## src/rtl/alu_seq_pkg.sv

```systemverilog
// Shared definitions for the ALU front-end: command kinds, sequencer
// states, ALU opcodes and the latched command record.
package alu_seq_pkg;

   // Command kinds (6 and 7 are illegal)
   localparam logic [2:0] K_BIN = 3'd0;
   localparam logic [2:0] K_UNI = 3'd1;
   localparam logic [2:0] K_LDA = 3'd2;
   localparam logic [2:0] K_LDF = 3'd3;
   localparam logic [2:0] K_SAV = 3'd4;
   localparam logic [2:0] K_RST = 3'd5;

   // ALU opcodes, one definition for decoder, sequencer and ALU
   localparam logic [4:0] OP_ADD = 5'd0;
   localparam logic [4:0] OP_ADC = 5'd1;
   localparam logic [4:0] OP_SUB = 5'd2;
   localparam logic [4:0] OP_SBB = 5'd3;
   localparam logic [4:0] OP_ANA = 5'd4;
   localparam logic [4:0] OP_XRA = 5'd5;
   localparam logic [4:0] OP_ORA = 5'd6;
   localparam logic [4:0] OP_CMP = 5'd7;
   localparam logic [4:0] OP_RLC = 5'd8;
   localparam logic [4:0] OP_RRC = 5'd9;
   localparam logic [4:0] OP_RAL = 5'd10;
   localparam logic [4:0] OP_RAR = 5'd11;
   localparam logic [4:0] OP_CMA = 5'd12;
   localparam logic [4:0] OP_STC = 5'd13;
   localparam logic [4:0] OP_CMC = 5'd14;
   localparam logic [4:0] OP_INR = 5'd15;
   localparam logic [4:0] OP_DCR = 5'd16;

   typedef enum logic [2:0] {
      S_IDLE   = 3'd0,
      S_SETUP  = 3'd1,
      S_EXEC   = 3'd2,
      S_SETTLE = 3'd3,
      S_RESP   = 3'd4
   } state_e;

   typedef struct packed {
      logic       id;
      logic [2:0] kind;
      logic [4:0] opcode;
      logic [7:0] operand;
   } cmd_t;

   function automatic logic kind_legal(input logic [2:0] k);
      return (k <= K_RST);
   endfunction

endpackage

```

## src/rtl/rr_arb2.sv

```systemverilog
// Two-way round-robin arbiter. Purely combinational; the owner keeps
// last_id. A sole requester always wins, a tie goes to the one that
// did not win last.
module rr_arb2 (
   input  logic [1:0] req,
   input  logic       last_id,
   input  logic       en,
   output logic [1:0] gnt,
   output logic       id
);

   // pick the winner and form the one-hot grant
   always_comb begin
      gnt = 2'b00;
      id  = 1'b0;
      if (en && (|req)) begin
         id  = (req == 2'b11) ? ~last_id : req[1];
         gnt = id ? 2'b10 : 2'b01;
      end
   end

endmodule

```

## src/rtl/alu_sequencer.sv

```systemverilog
// Front-end controller for the 8-bit accumulator ALU. Arbitrates between
// two requesters, steps the ALU strobes in order and returns the
// accumulator and flags with a one-cycle done pulse.
module alu_sequencer
   import alu_seq_pkg::*;
#(
   parameter int N_REQ = 2
) (
   input  logic               clk,
   input  logic               rst_n,
   input  logic [N_REQ-1:0]   req,
   input  logic [3*N_REQ-1:0] req_kind,
   input  logic [5*N_REQ-1:0] req_opcode,
   input  logic [8*N_REQ-1:0] req_operand,
   output logic [N_REQ-1:0]   gnt,
   output logic               busy,
   output logic               done,
   output logic               done_id,
   output logic               err,
   output logic [7:0]         result,
   output logic [7:0]         flags,
   output logic               alu_ctrl_sig,
   output logic               alu_flags_write_en,
   output logic               alu_acc_write_en,
   output logic               alu_act_store,
   output logic               alu_act_restore,
   output logic               alu_tmp_write_en,
   output logic [4:0]         alu_opcode,
   output logic [7:0]         alu_data,
   input  logic [7:0]         alu_out,
   input  logic [7:0]         alu_flags
);

   state_e     state_q, state_d;
   cmd_t       cmd_q, cmd_d;
   logic       last_id_q, last_id_d;
   logic       err_q, err_d;
   logic [7:0] result_q, result_d;
   logic [7:0] flags_q, flags_d;

   logic [1:0] arb_gnt;
   logic       arb_id;
   logic [2:0] sel_kind;

   // grants are only offered while idle, never in RESP
   rr_arb2 u_arb (
      .req    (req),
      .last_id(last_id_q),
      .en     (state_q == S_IDLE),
      .gnt    (arb_gnt),
      .id     (arb_id)
   );

   assign gnt      = arb_gnt;
   assign sel_kind = req_kind[3*arb_id +: 3];

   // next state, command latch, round-robin pointer and response capture
   always_comb begin
      state_d   = state_q;
      cmd_d     = cmd_q;
      last_id_d = last_id_q;
      err_d     = err_q;
      result_d  = result_q;
      flags_d   = flags_q;
      case (state_q)
         S_IDLE: begin
            if (|arb_gnt) begin
               cmd_d.id      = arb_id;
               cmd_d.kind    = sel_kind;
               cmd_d.opcode  = req_opcode[5*arb_id +: 5];
               cmd_d.operand = req_operand[8*arb_id +: 8];
               last_id_d     = arb_id;
               err_d         = !kind_legal(sel_kind);
               if (!kind_legal(sel_kind))  state_d = S_RESP;
               else if (sel_kind == K_BIN) state_d = S_SETUP;
               else                        state_d = S_EXEC;
            end
         end
         S_SETUP:  state_d = S_EXEC;
         S_EXEC:   state_d = S_SETTLE;
         S_SETTLE: begin
            // ALU updates from EXEC have landed by now
            state_d  = S_RESP;
            result_d = alu_out;
            flags_d  = alu_flags;
         end
         S_RESP:   state_d = S_IDLE;
         default:  state_d = S_IDLE;
      endcase
   end

   // state and response registers
   always_ff @(posedge clk or negedge rst_n) begin
      if (!rst_n) begin
         state_q   <= S_IDLE;
         cmd_q     <= '0;
         last_id_q <= 1'b1;
         err_q     <= 1'b0;
         result_q  <= 8'h00;
         flags_q   <= 8'h00;
      end else begin
         state_q   <= state_d;
         cmd_q     <= cmd_d;
         last_id_q <= last_id_d;
         err_q     <= err_d;
         result_q  <= result_d;
         flags_q   <= flags_d;
      end
   end

   // ALU strobes and operand presentation, decoded from the state register
   // so an asynchronous reset drops them immediately
   always_comb begin
      alu_ctrl_sig       = 1'b0;
      alu_flags_write_en = 1'b0;
      alu_acc_write_en   = 1'b0;
      alu_act_store      = 1'b0;
      alu_act_restore    = 1'b0;
      alu_tmp_write_en   = 1'b0;
      alu_opcode         = 5'd0;
      alu_data           = 8'h00;
      if (state_q == S_SETUP || state_q == S_EXEC || state_q == S_SETTLE) begin
         alu_opcode = cmd_q.opcode;
         alu_data   = cmd_q.operand;
      end
      if (state_q == S_SETUP) alu_tmp_write_en = 1'b1;
      if (state_q == S_EXEC) begin
         case (cmd_q.kind)
            K_BIN, K_UNI: alu_ctrl_sig       = 1'b1;
            K_LDA:        alu_acc_write_en   = 1'b1;
            K_LDF:        alu_flags_write_en = 1'b1;
            K_SAV:        alu_act_store      = 1'b1;
            K_RST:        alu_act_restore    = 1'b1;
            default:      ;
         endcase
      end
   end

   assign busy    = (state_q != S_IDLE);
   assign done    = (state_q == S_RESP);
   assign done_id = done & cmd_q.id;
   assign err     = done & err_q;
   assign result  = result_q;
   assign flags   = flags_q;

endmodule

```

## config.mk

```make
export PLATFORM = sky130hd
export DESIGN_NAME = alu_sequencer
export DESIGN_NICKNAME = d
export VERILOG_FILES = /design/src/rtl/alu_seq_pkg.sv /design/src/rtl/rr_arb2.sv /design/src/rtl/alu_sequencer.sv
export SDC_FILE = /design/constraint.sdc
export NUM_CORES = 1
export LEC_CHECK = 0
export CAP_MARGIN = 20
export CORE_MARGIN = 2
export CORE_UTILIZATION = 43
export DETAILED_ROUTE_END_ITERATION = 10
export PLACE_DENSITY = 0.83
export SLEW_MARGIN = 20
export SYNTH_ARGS = -nofsm -noshare
export SYNTH_HDL_FRONTEND = slang
export SYNTH_SLANG_ARGS = --single-unit
```

## constraint.sdc

```tcl
create_clock -name clk -period 3.1 [get_ports clk]
set_input_delay 0.775 -clock clk [delete_from_list [all_inputs] [get_ports clk]]
set_output_delay 0.775 -clock clk [all_outputs]
set_load 0.005 [all_outputs]
```

==> results of run 1 <==
[cell families after synthesis]
| group | share of synthesized area (%) |
|---|---|
| buffers and inverters | 8.95 |
| multiplexers | 13.3 |
| AO/OA/AOI/OAI | 11.8 |
| flip-flops | 52.4 |
| AND/OR/NAND/NOR | 13.6 |
[stage by stage]
step	cell area (um^2)	hold WS (ps)	setup WS, ps	total power [mW]	instances
after floorplan	1820	441	979	1.61	159
after global placement	2710	463	273	2.20	291
after detailed placement	2710	471	262	2.24	291
after CTS	2830	490	194	2.68	299
after global routing	2830	508	87.6	2.84	299
final	2830	483	244	2.64	299
[layout by cell type (no fill, tap or decap), drive strengths merged, types with 2 or more instances in the layout]
master / count
clkdlybuf4s50: 91
dfrtp: 37
mux2: 17
inv: 15
and2: 14
a222oi: 13
nand2: 9
o21ai: 8
nor2: 7
mux2i: 5
clkbuf: 5
and3: 4
a21oi: 4
buf: 4
nor3: 3
a21o: 2
clkinvlp: 2
[report_power, final]
| group | switching, mW | total, mW | internal, mW |
|---|---|---|---|
| Clock | 0.189 | 0.429 | 0.239 |
| Combinational | 0.487 | 1.30 | 0.809 |
| Sequential | 0.168 | 0.919 | 0.751 |
| Total | 0.844 | 2.64 | 1.80 |
[Yosys cell counts]
cell,number,area share [%]
nand4b_1,1,0.48
clkbuf_1,3,0.62
mux2_2,17,11
dfrtp_1,37,51
and3_1,4,1.4
nor3_4,1,0.89
mux2i_1,5,2.8
nor4b_1,1,0.48
nor2_1,7,1.4
inv_1,15,3.1
nand2_1,9,1.9
buf_4,2,0.83
buf_6,4,2.5
buf_12,1,1.1
nor3_1,2,0.55
a21oi_1,4,1.1
o21ai_0,4,1.1
and2_1,14,4.8
buf_2,3,0.83
a222oi_1,13,7.2
nor2b_1,1,0.34
o41ai_1,1,0.48
dfstp_2,1,1.4
nand2b_1,1,0.34
nor3b_1,1,0.41
o21ai_1,4,1.1
a21o_1,2,0.83
nand3b_2,1,0.62
[flip-flops by register name (all words and copies together), names as in the netlist]
name	count
cmd_q	17
result	8
last_id_q	1
err_q	1
state_q	3
flags	8
[worst max-delay path by stage]
stage,start,to,slack (ps)
4_1_cts,state_q[1],alu_opcode[3],190
6_report,state_q[1],alu_opcode[3],240
5_1_grt,state_q[1],alu_opcode[3],90
2_1_floorplan,req[0],gnt[1],980
3_5_place_dp,req[1],gnt[0],260
3_3_place_gp,req[1],gnt[0],270
[repair_timing]
action,4_1_cts,5_1_grt
hold buffers,0,0
setup endpoints to repair,4,0
gates resized for setup,1,0
[area by class of cell]
cell class                      instances  share of cell area, %
Sequential cell                        38                   33.7
Timing Repair Buffer                   95                   33.2
Multi-Input combinational cell         93                   24.9
Inverter                               15                   1.99
Tap cell                               50                   2.21
Clock inverter                          3                   1.59
Clock buffer                            5                   2.43
[routing by layer]
| layer | routed length [um] | share of wire [%] | vias to the layer above |
|---|---|---|---|
| met4 | 14 | 0.32 | 0 |
| met5 | 0 | 0 | - |
| li1 | - | - | 736 |
| met3 | 356 | 8.0 | 2 |
| met2 | 2290 | 52 | 59 |
| met1 | 1770 | 40 | 761 |
[critical path, delay by kind of cell (launching register included)]
kind	cells	cell delay (ps)
buf+inv	1	520
flops	1	540
simple gates	3	730
==> flow_summary_export.csv, run 1 <==
group,metric,value,unit
sta,worst_slew_pin_slew,848,ps
worst_setup_path,reg2reg_depth,5,
routing,final_antenna_net_count,0,
worst_setup_path,crit_fanout,13,
grt,overflow,0,
sta,period_minus_slack,2860,ps
worst_setup_path,cpPeakStageDelay,540,ps
worst_setup_path,endpoint_kind,"output port",
worst_hold_path,hp-class,"flop to flop",
logic_synthesis,avgSynthCellArea,11.4,um^2
worst_setup_path,cp_slowest_cell,"dfrtp_1",
worst_setup_path,path_class,"flop to output port",
worst_setup_path,reg2reg_from,"state_q[2]",
floorplan,start_util,45.1,%
clock_network,cts_sinks,38,
grt,grt_max_degree,39,
grt,grt_pass1_vias,1664,
grt,gr-usage-met1,22.5,%
pwr,p_leak,1.24,nW
floorplan,die_w,69.0,um
clock_network,clkTransAtPathRegs,80,ps
worst_setup_path,cp.arrival,2080,ps
routing,wl_per_cell,14.8,um
worst_setup_path,path_cells,"nor2_1 -> nor2_2 -> and2_1 -> clkdlybuf4s50_1",
logic_synthesis,yosys_warnings,0,
worst_setup_path,required,2320,ps
worst_hold_path,min_to,"cmd_q[11]",
floorplan,io_pins,93,
worst_setup_path,rrSetupSlack,1230,ps
grt,grt_busiest_layer,"met2",
floorplan,rows,23,
logic_synthesis,syn_area,1820,um^2
clock_network,tritoncts,"done",
cells_and_area,antennaDiodeCount,0,
grt,track_usage,19.7,%
routing,via_per_inst,5.21,
clock_network,htree_levels,2,
logic_synthesis,synth-seq-area-share,52.4,%
worst_hold_path,hold_depth,2,
logic_synthesis,yosys.cell_types.count,28,
clock_network,cts-root-buf,"clkbuf_8",
floorplan,core_area,4030,um^2
cells_and_area,syn_to_final_growth,55.6,%
cells_and_area,fin_nets,300,
floorplan,dieArea,4760,um^2
logic_synthesis,syn_inst,159,
clock_network,clockBufferDepth,2,
sta,clock_skew,8.35,ps
cells_and_area,multi_input_area,706,um^2
routing,route.detailed.drc,0,
cells_and_area,final-seq-area,952,um^2
grt,grt_antenna_before_repair,0,
cells_and_area,final_core_util,70.2,%
cells_and_area,drive_above_1_share,13.3,%
worst_setup_path,critPathLaunchType,"flop",
job,cap_violations,0,
worst_setup_path,r2r-end,"state_q[2]",
routing,drtIter0Drc,102,
floorplan,die_h,69.0,um
sta,hold_viol,0,
sta,slew_viol_final,0,
routing,wirelength,4.43,mm
grt,met3_usage,7.46,%
pwr,ir_drop,565,uV
sta,fin_setup_tns,0,ps
clock_network,cts_inserted_buffers,5,
grt,use_met2,34.8,%
clock_network,clock_latency,290,ps
placed_design,io_buffers,92,
routing,vias,1558,
worst_hold_path,min_from,"cmd_q[11]",
clock_network,post_cts_buffers,0,
logic_synthesis,syn_nets,211,
placed_design,gp_congestion,0.812,
sta,timing.fmax,350,MHz
sta,setup_viol,0,
routing,drt-pass1-iter-count,5,
placed_design,hpwl,3.29,mm
sta,max_slew_margin,43.5,%
cells_and_area,n_fill_cell,327,
sta,period_share,92.1,%
pwr,power_density,934,nW/um^2
status,outcome,"finished clean",
sta,rsz0062_at_grt,"no",
logic_synthesis,synth-seq-cells,38,
grt,grt_pass1_wl,7.58,mm
(Power assumes the default switching activity.)
==> inputs of run 2 (changes only) <==
HOLD_SLACK_MARGIN = 0.03   (was not set)
==> results of run 2 <==
The final DEF is identical to that of run 1; final timing and power are the same.
==> inputs of run 3 (changes only) <==
CORE_MARGIN = 3   (was 2)
GPL_TIMING_DRIVEN = 0   (was not set)
clock period = 3.3 ns   (was 3.1 ns; I/O delays follow)
==> flow_summary_export.csv, run 3 (same netlist as run 1, synthesis figures left out) <==
group,metric,value,unit
floorplan,die_h,71.0,um
routing,route.detailed.drc,0,
pwr,ir_drop,482,uV
floorplan,dieArea,5040,um^2
routing,dr_wl_met3,314,um
grt,grt_antenna_before_repair,0,
sta,period_minus_slack,3050,ps
sta,fin_setup_tns,0,ps
routing,final_antenna_net_count,0,
pwr,finalPower,2.55,mW
floorplan,die_w,71.0,um
routing,wl_met1,1.95,mm
worst_setup_path,required,2470,ps
clock_network,clkTransAtPathRegs,80,ps
sta,worst_slew_pin_slew,454,ps
routing,wl_met2,2.14,mm
pwr,p_leak,1.31,nW
sta,clock_skew,7.50,ps
cells_and_area,mostFrequentLayoutCells,"clkdlybuf4s50_1, dfrtp_1, mux2_2",
clock_network,clockBufferDepth,2,
worst_hold_path,hp-class,"input port to asynchronous set/reset pin",
sta,period_share,92.3,%
cells_and_area,syn_to_final_growth,60.9,%
clock_network,cts_hold_buffers,0,
sta,hold_viol,0,
sta,slew_viol_final,0,
pwr,power_density,872,nW/um^2
sta,timing.fmax,328,MHz
clock_network,htree_levels,2,
placed_design,io_buffers,92,
clock_network,cts_sinks,38,
floorplan,rows,23,
floorplan,start_util,45.1,%
sta,hold_ws,441,ps
routing,wl_per_cell,14.5,um
clock_network,cts-root-buf,"clkbuf_8",
cells_and_area,layout_commonest_cell,"clkdlybuf4s50_1",
placed_design,hpwl,3.40,mm
placed_design,gp_congestion,0.762,
worst_setup_path,reg2reg_from,"state_q[2]",
floorplan,core_area,4030,um^2
floorplan,io_pins,93,
worst_setup_path,cp.arrival,2220,ps
grt,grt_max_degree,25,
worst_setup_path,reg2reg_depth,6,
cells_and_area,largest_reg_flops,17,
cells_and_area,antennaDiodeCount,0,
worst_setup_path,path_class,"input port to output port",
routing,vias,1547,
worst_setup_path,crit_fanout,10,
routing,drtIter0Drc,104,
cells_and_area,design_area,2930,um^2
grt,grt_pass1_wl,7.75,mm
grt,grt_pass1_vias,1617,
status,outcome,"finished clean",
routing,wirelength,4.48,mm
worst_setup_path,endpoint_kind,"output port",
grt,track_usage,19.6,%
grt,overflow,0,
routing,via_per_inst,5.02,
sta,setup_viol,0,
cells_and_area,multi_input_area,703,um^2
worst_setup_path,critPathLaunchType,"input port",
job,cap_violations,0,
placed_design,dpl_cell_area,2820,um^2
cells_and_area,fin_nets,310,
routing,drt-pass1-iter-count,5,
cells_and_area,final-seq-area,952,um^2
clock_network,cts_inserted_buffers,5,
worst_setup_path,rrSetupSlack,1590,ps
cells_and_area,n_fill_cell,317,
routing,highest_layer,"met4",
cells_and_area,top_register,"cmd_q",
sta,rsz0062_at_grt,"no",
clock_network,clock_latency,290,ps
clock_network,tritoncts,"done",
worst_setup_path,r2r-end,"cmd_q[2]",
sta,max_slew_margin,69.7,%
cells_and_area,drive_above_1_share,14.7,%
run 3: area by class of cell:
cell class,count,share of cell area [%]
flip-flops and latches,38,32.5
clock buffers,6,2.82
well taps,50,2.14
clock inverters,1,1.03
multi-input cells,93,24.0
repair buffers,93,32.0
inverters,15,1.92
plain buffers,12,3.46
run 3: per-stage QoR:
step           cells  utilization, %  worst slack, ps
4_1_cts          309            72.7             5.53
3_5_place_dp     302            69.9             7.51
6_report         308            72.6              253
3_3_place_gp     301            69.5             22.0
2_1_floorplan    159               -             1080
5_1_grt          308            72.6              186
run 3: what timing repair did:
item,in CTS,in global routing
hold endpoints to repair,0,0
gates resized for setup,1,1
setup endpoints to repair,1,2
buffers inserted,0,0
run 3: worst max-delay path by stage:
stage | start | to | depth (start not counted)
floorplan | req[0] | gnt[1] | 5
global placement | req[1] | gnt[0] | 6
detailed placement | req[1] | gnt[0] | 6
CTS | req[1] | gnt[0] | 6
global route | state_q[0] | alu_data[4] | 6
finish | req[0] | gnt[1] | 7
run 3: report_power, final:
group	switching, mW	total [mW]	leakage [nW]	internal (mW)
sequential	0.110	0.816	0.458	0.706
clock	0.158	0.400	0.0573	0.242
combinational	0.517	1.34	0.790	0.818
total	0.785	2.55	1.31	1.77
run 3: layer usage:
metal	GRT usage, %	vias up
met4	7.10	0
met2	30.5	54
met5	0	-
met3	7.39	8
met1	25.0	728
li1	-	757
run 3: worst max-delay path: stages:
cell	delay [ps]
dlygate4sd2_1	290
nand2_1	80
and3_1	170
buf_6	130
buf_6	140
buf_4	110
clkdlybuf4s50_1	480
